--- src/rtl/exmem_pkg.sv ---
// EX/MEM stage shared types: ALU op codes, compare codes,
// skid-buffer state enum and the EX->MEM payload bundle.
package exmem_pkg;

  localparam logic [2:0] ALU_SUB = 3'b000;
  localparam logic [2:0] ALU_ADD = 3'b001;
  localparam logic [2:0] ALU_LSL = 3'b010;
  localparam logic [2:0] ALU_NEG = 3'b011;
  localparam logic [2:0] ALU_STR = 3'b100;
  localparam logic [2:0] ALU_CMP = 3'b101;

  localparam int CMP_EQ = 0;
  localparam int CMP_GT = 1;
  localparam int CMP_LT = 2;

  localparam int XLEN = 16;
  localparam int RLEN = 4;

  typedef enum logic [1:0] {
    ST_EMPTY = 2'd0,
    ST_HALF  = 2'd1,
    ST_FULL  = 2'd2
  } sb_state_t;

  typedef struct packed {
    logic [XLEN-1:0] alu_result;
    logic [XLEN-1:0] store_data;
    logic [RLEN-1:0] rd_addr;
    logic            reg_write;
    logic            mem_write;
    logic            mem_to_reg;
  } ex_mem_t;

endpackage

--- src/rtl/skid_buffer.sv ---
// Two-entry skid buffer: main (head) + skid register, EMPTY/HALF/FULL FSM.
// Ports: in_valid/in_ready/in_data, out_valid/out_ready/out_data, flush.
module skid_buffer
  import exmem_pkg::*;
#(
  parameter int W = 8
) (
  input  logic         clk,
  input  logic         rst_n,
  input  logic         flush,
  input  logic         in_valid,
  output logic         in_ready,
  input  logic [W-1:0] in_data,
  output logic         out_valid,
  input  logic         out_ready,
  output logic [W-1:0] out_data
);

  sb_state_t    state_q, state_d;
  logic [W-1:0] main_q, main_d;
  logic [W-1:0] skid_q, skid_d;
  logic         acc, ret;

  // in_ready depends on registered state only
  assign in_ready  = (state_q != ST_FULL);
  assign out_valid = (state_q != ST_EMPTY);
  assign out_data  = main_q;

  assign acc = in_valid & in_ready & ~flush;
  assign ret = out_valid & out_ready;

  always_comb begin
    state_d = state_q;
    main_d  = main_q;
    skid_d  = skid_q;
    unique case (state_q)
      ST_EMPTY: begin
        if (acc) begin
          state_d = ST_HALF;
          main_d  = in_data;
        end
      end
      ST_HALF: begin
        if (acc && ret) begin
          main_d = in_data;
        end else if (acc) begin
          state_d = ST_FULL;
          skid_d  = in_data;
        end else if (ret) begin
          state_d = ST_EMPTY;
        end
      end
      ST_FULL: begin
        if (ret) begin
          state_d = ST_HALF;
          main_d  = skid_q;
        end
      end
      default: state_d = ST_EMPTY;
    endcase
    if (flush) state_d = ST_EMPTY;
  end

  always_ff @(posedge clk or negedge rst_n) begin
    if (!rst_n) begin
      state_q <= ST_EMPTY;
      main_q  <= '0;
      skid_q  <= '0;
    end else begin
      state_q <= state_d;
      main_q  <= main_d;
      skid_q  <= skid_d;
    end
  end

endmodule

--- src/rtl/ex_mem_stage.sv ---
// EX/MEM hand-off: skid-buffered ALU beat, sticky compare flags,
// optional EX->EX forwarding port (enable with EXMEM_FWD_EN).
module ex_mem_stage
  import exmem_pkg::*;
#(
  parameter int DATA_W = 16,
  parameter int REG_W  = 4
) (
  input  logic              clk,
  input  logic              rst_n,
  input  logic              in_valid,
  output logic              in_ready,
  input  logic [2:0]        alu_op,
  input  logic [DATA_W-1:0] alu_result,
  input  logic [DATA_W-1:0] store_data,
  input  logic [REG_W-1:0]  rd_addr,
  input  logic              reg_write,
  input  logic              mem_write,
  input  logic              mem_to_reg,
  input  logic              flush,
  output logic              out_valid,
  input  logic              out_ready,
  output logic [DATA_W-1:0] out_alu_result,
  output logic [DATA_W-1:0] out_store_data,
  output logic [REG_W-1:0]  out_rd_addr,
  output logic              out_reg_write,
  output logic              out_mem_write,
  output logic              out_mem_to_reg,
  output logic              flag_eq,
  output logic              flag_gt,
  output logic              flag_lt,
  output logic              flags_valid,
  output logic              fwd_valid,
  output logic [REG_W-1:0]  fwd_rd,
  output logic [DATA_W-1:0] fwd_data
);

  localparam int PW = 2*DATA_W + REG_W + 3;

  logic [PW-1:0] in_pl, out_pl;
  logic          acc;
  logic          is_eq, is_gt, is_lt;

  assign in_pl = {alu_result, store_data, rd_addr,
                  reg_write, mem_write, mem_to_reg};

  skid_buffer #(.W(PW)) u_skid (
    .clk       (clk),
    .rst_n     (rst_n),
    .flush     (flush),
    .in_valid  (in_valid),
    .in_ready  (in_ready),
    .in_data   (in_pl),
    .out_valid (out_valid),
    .out_ready (out_ready),
    .out_data  (out_pl)
  );

  assign {out_alu_result, out_store_data, out_rd_addr,
          out_reg_write, out_mem_write, out_mem_to_reg} = out_pl;

  assign acc   = in_valid & in_ready & ~flush;
  assign is_eq = (alu_result == DATA_W'(CMP_EQ));
  assign is_gt = (alu_result == DATA_W'(CMP_GT));
  assign is_lt = (alu_result == DATA_W'(CMP_LT));

  // Sticky: only an accepted compare beat rewrites the flags
  always_ff @(posedge clk or negedge rst_n) begin
    if (!rst_n) begin
      flag_eq     <= 1'b0;
      flag_gt     <= 1'b0;
      flag_lt     <= 1'b0;
      flags_valid <= 1'b0;
    end else if (acc && alu_op == ALU_CMP) begin
      flag_eq     <= 1'b0;
      flag_gt     <= 1'b0;
      flag_lt     <= 1'b0;
      flags_valid <= 1'b1;
      unique case (1'b1)
        is_eq:   flag_eq <= 1'b1;
        is_gt:   flag_gt <= 1'b1;
        is_lt:   flag_lt <= 1'b1;
        default: flags_valid <= 1'b0;
      endcase
    end
  end

`ifdef EXMEM_FWD_EN
  assign fwd_valid = out_valid & out_reg_write & ~out_mem_to_reg;
  assign fwd_rd    = out_rd_addr;
  assign fwd_data  = out_alu_result;
`else
  assign fwd_valid = 1'b0;
  assign fwd_rd    = '0;
  assign fwd_data  = '0;
`endif

endmodule
--- config.mk ---
export PLATFORM = sky130hd
export DESIGN_NAME = ex_mem_stage
export DESIGN_NICKNAME = d
export VERILOG_FILES = /design/src/rtl/exmem_pkg.sv /design/src/rtl/skid_buffer.sv /design/src/rtl/ex_mem_stage.sv
export SDC_FILE = /design/constraint.sdc
export NUM_CORES = 1
export LEC_CHECK = 0
export BUFFER_PORTS_ARGS = -buffer_cell sky130_fd_sc_hd__buf_4
export CAP_MARGIN = 20
export CORE_ASPECT_RATIO = 0.5
export CORE_MARGIN = 2
export CORE_UTILIZATION = 56
export CTS_CLUSTER_SIZE = 12
export DETAILED_ROUTE_END_ITERATION = 10
export PLACE_DENSITY = 0.82
export SETUP_SLACK_MARGIN = 0.15
export SLEW_MARGIN = 20
export SYNTH_ARGS = -nofsm -noshare
export SYNTH_HDL_FRONTEND = slang
export SYNTH_SLANG_ARGS = --single-unit
--- constraint.sdc ---
create_clock -name clk -period 3.01 [get_ports clk]
set_input_delay 0.301 -clock clk [delete_from_list [all_inputs] [get_ports clk]]
set_output_delay 0.301 -clock clk [all_outputs]
set_load 0.01 [all_outputs]
==> results.toml, run 1 <==
[synth]
syn_area_per_cell_um2 = 14.1
syn_area_um2 = 3990
syn_inst = 283
synth_top_cell_by_area = "dfrtp_1"
netlist.area_leader.share = 0.527
synth_cell_type_count = 32
synthTopCellsByArea = "dfrtp_1, mux2_2, buf_4"
ys_seq_elements = 84
yosysSeqAreaShare = 0.527
yosysWarnings = 0

[power]
p_per_area_nw_per_um2 = 923
p_seq_frac = 0.424
switching_share = 0.288
combPwrFrac = 0.349
p_int_uw = 3270
finalPower_uw = 4600
clkPwrFrac = 0.227
switchingPower_uw = 1330
irDropWorstVdd_uv = 656
power.leakage_uw = 0.00234

[clocking]
cts_buffer_depth = 2
cts-hold-fix-buffers = 0
ctsResizeCount = 0
cts_buffers = 9
clock-sinks = 84
postCtsSetupRepairBufs = 0
cts_tree = "built"
path_clk_slew_ns = 0.06
clkLatencyLatePin_ns = 0.34
root_buffer = "clkbuf_16"
cts-htree-levels = 3

[setup_path]
cpMostUsedCell = "nor3b_4"
cp-start-kind = "flip-flop"
cp-end-kind = "flip-flop"
crit_family = "simple AND/OR/NAND/NOR gates"
regToRegEndpoint = "u_skid.out_data[4]"
arrival_ns = 2.63
critPathRequiredTime_ns = 3.23
ff2ff_path_depth = 7
rr_startpoint = "u_skid.state_q[0]"
cp_max_fo = 24
max_stage_delay_ns = 0.41
path_buf_inv = 2
crit_type = "reg2reg"
regToRegSetupSlack_ns = 0.60
path_cells = "inv_1, ha_2, nor3b_4, and4_1, nor3b_4, buf_4, mux2_2"
slowest_stage = "dfrtp_1"

[global_routing]
antenna_found_initial = 0
grt_overflow = 0
grt_max_degree = 85
grt_usage = 0.220
grt_pass1_vias = 2680
grt_first_pass_wirelength_um = 12900

[die]
coreArea_um2 = 6780
io_pins = 113
die_w_um = 123
rows = 21
die-area_um2 = 7860
fp.dieH_um = 63.7
start_util = 0.588

[layout]
layout_common_cells = "mux2_2, buf_4, dfrtp_1, conb_1, mux2_4"
area_delta_synth_final_pct = 25.0
final_common_cell = "mux2_2"
n_antenna_cell = 0
layout-drive-gt1-share = 0.605
nets = 428

[timing]
setup_viol_count_final = 0
final.period_utilization = 0.801
finalSetupTns_ns = 0
fin_crit_ns = 2.41
report.final.slew_viol_count = 0
finalHoldViolCount = 0
rsz0062_at_grt = "no"
max_freq_ghz = 0.415
worst_pin_slew_ns = 0.734
relSlewSlack = 0.510
clock_skew_ns = 0.00900

[detailed_routing]
vias = 2504
post_drt_wl_per_cell_um = 16.6
first_pass_iters = 4
vias_per_cell = 5.28
drtIter0Drc = 91
ant_nets = 0
route.detailed.drc = 0
drt_wl_total_um = 7850

[place]
dp_hpwl_um = 5460
io_buffer_count = 91
gp_congestion = 0.813

[worst_hold_path]
min_path_type = "in2async"

[outcome]
status = "completed"

[run]
drv_cap = 0
synthesized netlist by cell type (all sizes together):
| cell type | instances |
|---|---|
| nor2 | 3 |
| a221oi | 1 |
| nor4 | 3 |
| nand3b | 1 |
| mux2 | 114 |
| o2111ai | 1 |
| buf | 29 |
| clkbuf | 5 |
| nand3 | 1 |
| a21o | 1 |
| and4 | 1 |
| nand4 | 1 |
| mux2i | 1 |
| nand4b | 1 |
| ha | 4 |
| conb | 1 |
| nand2 | 7 |
| inv | 7 |
| dfrtp | 84 |
| nand2b | 4 |
| nor4b | 1 |
| o21ai | 4 |
| a211oi | 1 |
| o41ai | 1 |
| o31ai | 2 |
| a21oi | 1 |
| nor3b | 3 |
cells by family after synthesis:
| logic type | Yosys count | synth area share |
|---|---|---|
| buffers and inverters | 41 | 0.0640 |
| adder cells (fa/ha/maj) | 4 | 0.0125 |
| AO/OA/AOI/OAI | 12 | 0.0204 |
| multiplexers | 115 | 0.334 |
| flip-flops | 84 | 0.527 |
| AND/OR/NAND/NOR | 26 | 0.0414 |
| other | 1 | 0.000940 |
metal layers:
| metal | routed length [µm] | vias to the layer above | global-route usage |
|---|---|---|---|
| met2 | 3980 | 77 | 0.361 |
| met1 | 3330 | 1275 | 0.273 |
| met4 | 130 | 0 | 0.0881 |
| met5 | 0 | - | 0 |
| li1 | - | 1140 | - |
| met3 | 408 | 12 | 0.0670 |
power by group through the flow:
| stage | clock, µW | combinational [µW] | sequential [µW] |
|---|---|---|---|
| finish | 1040 | 1600 | 1950 |
| global route | 1120 | 1730 | 2020 |
| CTS | 1070 | 1630 | 1950 |
| detailed placement | 0 | 1620 | 1960 |
| global placement | 0 | 1550 | 1930 |
| floorplan | 0 | 869 | 2020 |
registers in the layout (all words and copies together), names as in the netlist:
register,cells
flag_eq,1
flag_gt,1
flag_lt,1
flags_valid,1
u_skid.out_data,39
u_skid.skid_q,39
u_skid.state_q,2
how the worst max path moves through the flow:
stage,from,endpoint,cells past startpoint
floorplan,u_skid.state_q[0],u_skid.out_data[10],9
global placement,u_skid.state_q[0],u_skid.out_data[33],7
detailed placement,u_skid.state_q[0],u_skid.out_data[4],7
CTS,u_skid.state_q[0],u_skid.out_data[4],7
global route,u_skid.state_q[0],u_skid.out_data[4],7
finish,u_skid.state_q[0],u_skid.out_data[4],7
per-stage QoR:
stage	hold slack (ns)	util	instances	setup WS (ns)	cell area [µm²]
CTS	0.181	0.735	474	0.567	4980
global placement	0.464	0.692	458	0.722	4690
global route	0.0655	0.735	474	0.504	4980
finish	0.00252	0.735	474	0.599	4980
floorplan	0.00541	-	303	0.954	4060
detailed placement	0.475	0.692	458	0.598	4690
layout make-up:
class | instances | area, µm²
Clock buffer | 12 | 267
Clock inverter | 4 | 22.5
Fill cell | 456 | 1790
Inverter | 7 | 26.3
Multi-Input combinational cell | 178 | 1720
Sequential cell | 84 | 2100
Tap cell | 92 | 115
Timing Repair Buffer | 97 | 732
No activity file was read; power rests on OpenSTA's default activity.
==> run 2: changes to the inputs <==
CORE_UTILIZATION = 52   (was 56)
PLACE_DENSITY = 0.77   (was 0.82)
clock period = 2.5 ns   (was 3.01 ns; I/O delays follow)
==> run 2 against run 1 <==
Against the previous run: routed wire length increased by 2.2%; final cell count increased by 1.1%; sequential share of layout area decreased by 0.39 points; combinational power increased by 22%; first-iteration DRC count increased by 7.7%; count of clock-buffer cells in the layout unchanged; non-clock buffer count increased by 1; die area increased by 7.3%; critical path type unchanged.
==> results.toml, run 2 (synthesis gave the netlist of run 1 again) <==
[die]
rows = 22
io_pins = 113
fp.dieH_um = 65.9
die_w_um = 128
die-area_um2 = 8430
coreArea_um2 = 7380
start_util = 0.541

[power]
clkPwrFrac = 0.237
p_seq_frac = 0.416
p_int_uw = 4030
switching_share = 0.284
p_per_area_nw_per_um2 = 1120
switchingPower_uw = 1600
combPwrFrac = 0.346
irDropWorstVdd_uv = 675
finalPower_uw = 5630
power.leakage_uw = 0.00236

[detailed_routing]
drt_wl_total_um = 8030
wl_met3_um = 381
drtIter0Drc = 98
vias_per_cell = 5.28
wl_met2_um = 4270
post_drt_wl_per_cell_um = 16.8
route.detailed.drc = 0
dr.max_layer_used = "met4"
met1_length_um = 3280
vias = 2531
ant_nets = 0
first_pass_iters = 4

[clocking]
clkLatencyLatePin_ns = 0.33
cts_buffers = 9
cts-htree-levels = 3
clock-sinks = 84
root_buffer = "clkbuf_16"
cts_tree = "built"
postCtsSetupRepairBufs = 0
path_clk_slew_ns = 0.06
cts_buffer_depth = 2

[layout]
area_delta_synth_final_pct = 26.1
final_common_cell = "mux2_2"
n_antenna_cell = 0
nets = 429
fin_area_um2 = 5030
fillers = 547
layout_common_cells = "mux2_2, buf_4, dfrtp_1, conb_1, mux2_4"
layout-drive-gt1-share = 0.601

[timing]
max_freq_ghz = 0.452
finalSetupTns_ns = 0
rsz0062_at_grt = "no"
report.final.slew_viol_count = 0
clock_skew_ns = 0.00457
final.period_utilization = 0.886
relSlewSlack = 0.502
setup_viol_count_final = 0
worst_pin_slew_ns = 0.748
fin_crit_ns = 2.21
finalHoldViolCount = 0

[setup_path]
regToRegSetupSlack_ns = 0.29
critPathRequiredTime_ns = 2.72
crit_type = "reg2reg"
slowest_stage = "a221oi_1"
path_cells = "inv_1, ha_2, buf_6, nor3b_1, a221oi_1, mux2_2"
cp-start-kind = "flip-flop"
max_stage_delay_ns = 0.46
cp-end-kind = "flip-flop"
arrival_ns = 2.43
cp_max_fo = 31

[global_routing]
grt_usage = 0.208
grt_max_degree = 85
grt_first_pass_wirelength_um = 13200
grt_overflow = 0
grt_pass1_vias = 2736
antenna_found_initial = 0

[outcome]
status = "completed"

[run]
drv_cap = 0

[place]
io_buffer_count = 91
gp_congestion = 0.734
dp_hpwl_um = 5590
post_dp_cell_area_um2 = 4710

[worst_hold_path]
min_path_type = "in2reg"
-- run 2: path summary, 6_finish.rpt --
| path | depth (start not counted) | endpoint | start |
|---|---|---|---|
| setup / recovery | 6 | u_skid.state_q[0] | u_skid.state_q[0] |
| hold / removal | 2 | flag_eq | alu_result[0] |
| setup reg to reg | 6 | u_skid.state_q[0] | u_skid.state_q[0] |
| hold reg to reg | 1 | flags_valid | flags_valid |
| max in group asynchronous | 2 | u_skid.out_data[12] | rst_n |
| min in group asynchronous | 2 | u_skid.out_data[1] | rst_n |
-- run 2: area by class of cell --
type / instances / area (µm²) / share of cell area
clock buffers: 12 / 256 / 0.0510
flip-flops and latches: 84 / 2100 / 0.418
well taps: 96 / 120 / 0.0239
repair buffers: 98 / 758 / 0.151
clock inverters: 4 / 47.5 / 0.00945
inverters: 7 / 26.3 / 0.00522
multi-input cells: 178 / 1720 / 0.342
-- run 2: metal layers --
metal  track usage  up-vias
met5             0        -
met4        0.0728        0
met3        0.0615       11
met2         0.383       76
met1         0.233     1286
li1              -     1158
-- run 2: stage by stage --
step           setup slack (ns)  hold slack [ns]  cells   util
2_1_floorplan             0.444          -0.0456    303      -
3_3_place_gp              0.418            0.461    462  0.638
3_5_place_dp              0.218            0.469    462  0.638
4_1_cts                   0.184            0.112    478  0.680
5_1_grt                   0.162            0.127    479  0.682
6_report                  0.286            0.122    479  0.682
-- run 2: repair_timing --
action | in CTS | in global routing
resized for setup | 0 | 1
hold endpoints to repair | 0 | 1
hold buffers | 0 | 1
endpoints found under the setup margin | 0 | 1
-- run 2: power by group through the flow --
stage	combinational, µW	clock [µW]	sequential (µW)
after floorplan	1050	0	2430
after CTS	1980	1380	2350
after detailed placement	1970	0	2370
after global routing	2100	1430	2430
final	1950	1340	2340
after global placement	1900	0	2300
-- run 2: worst max-delay path: cells and delay by family (launching register included) --
kind | cells | cell delay (ns)
muxes | 1 | 0.40
DFF | 1 | 0.41
AOI/OAI and AO/OA | 1 | 0.46
and+or+nand+nor | 1 | 0.10
adders and majority gates | 1 | 0.28
buffers and inverters | 2 | 0.43
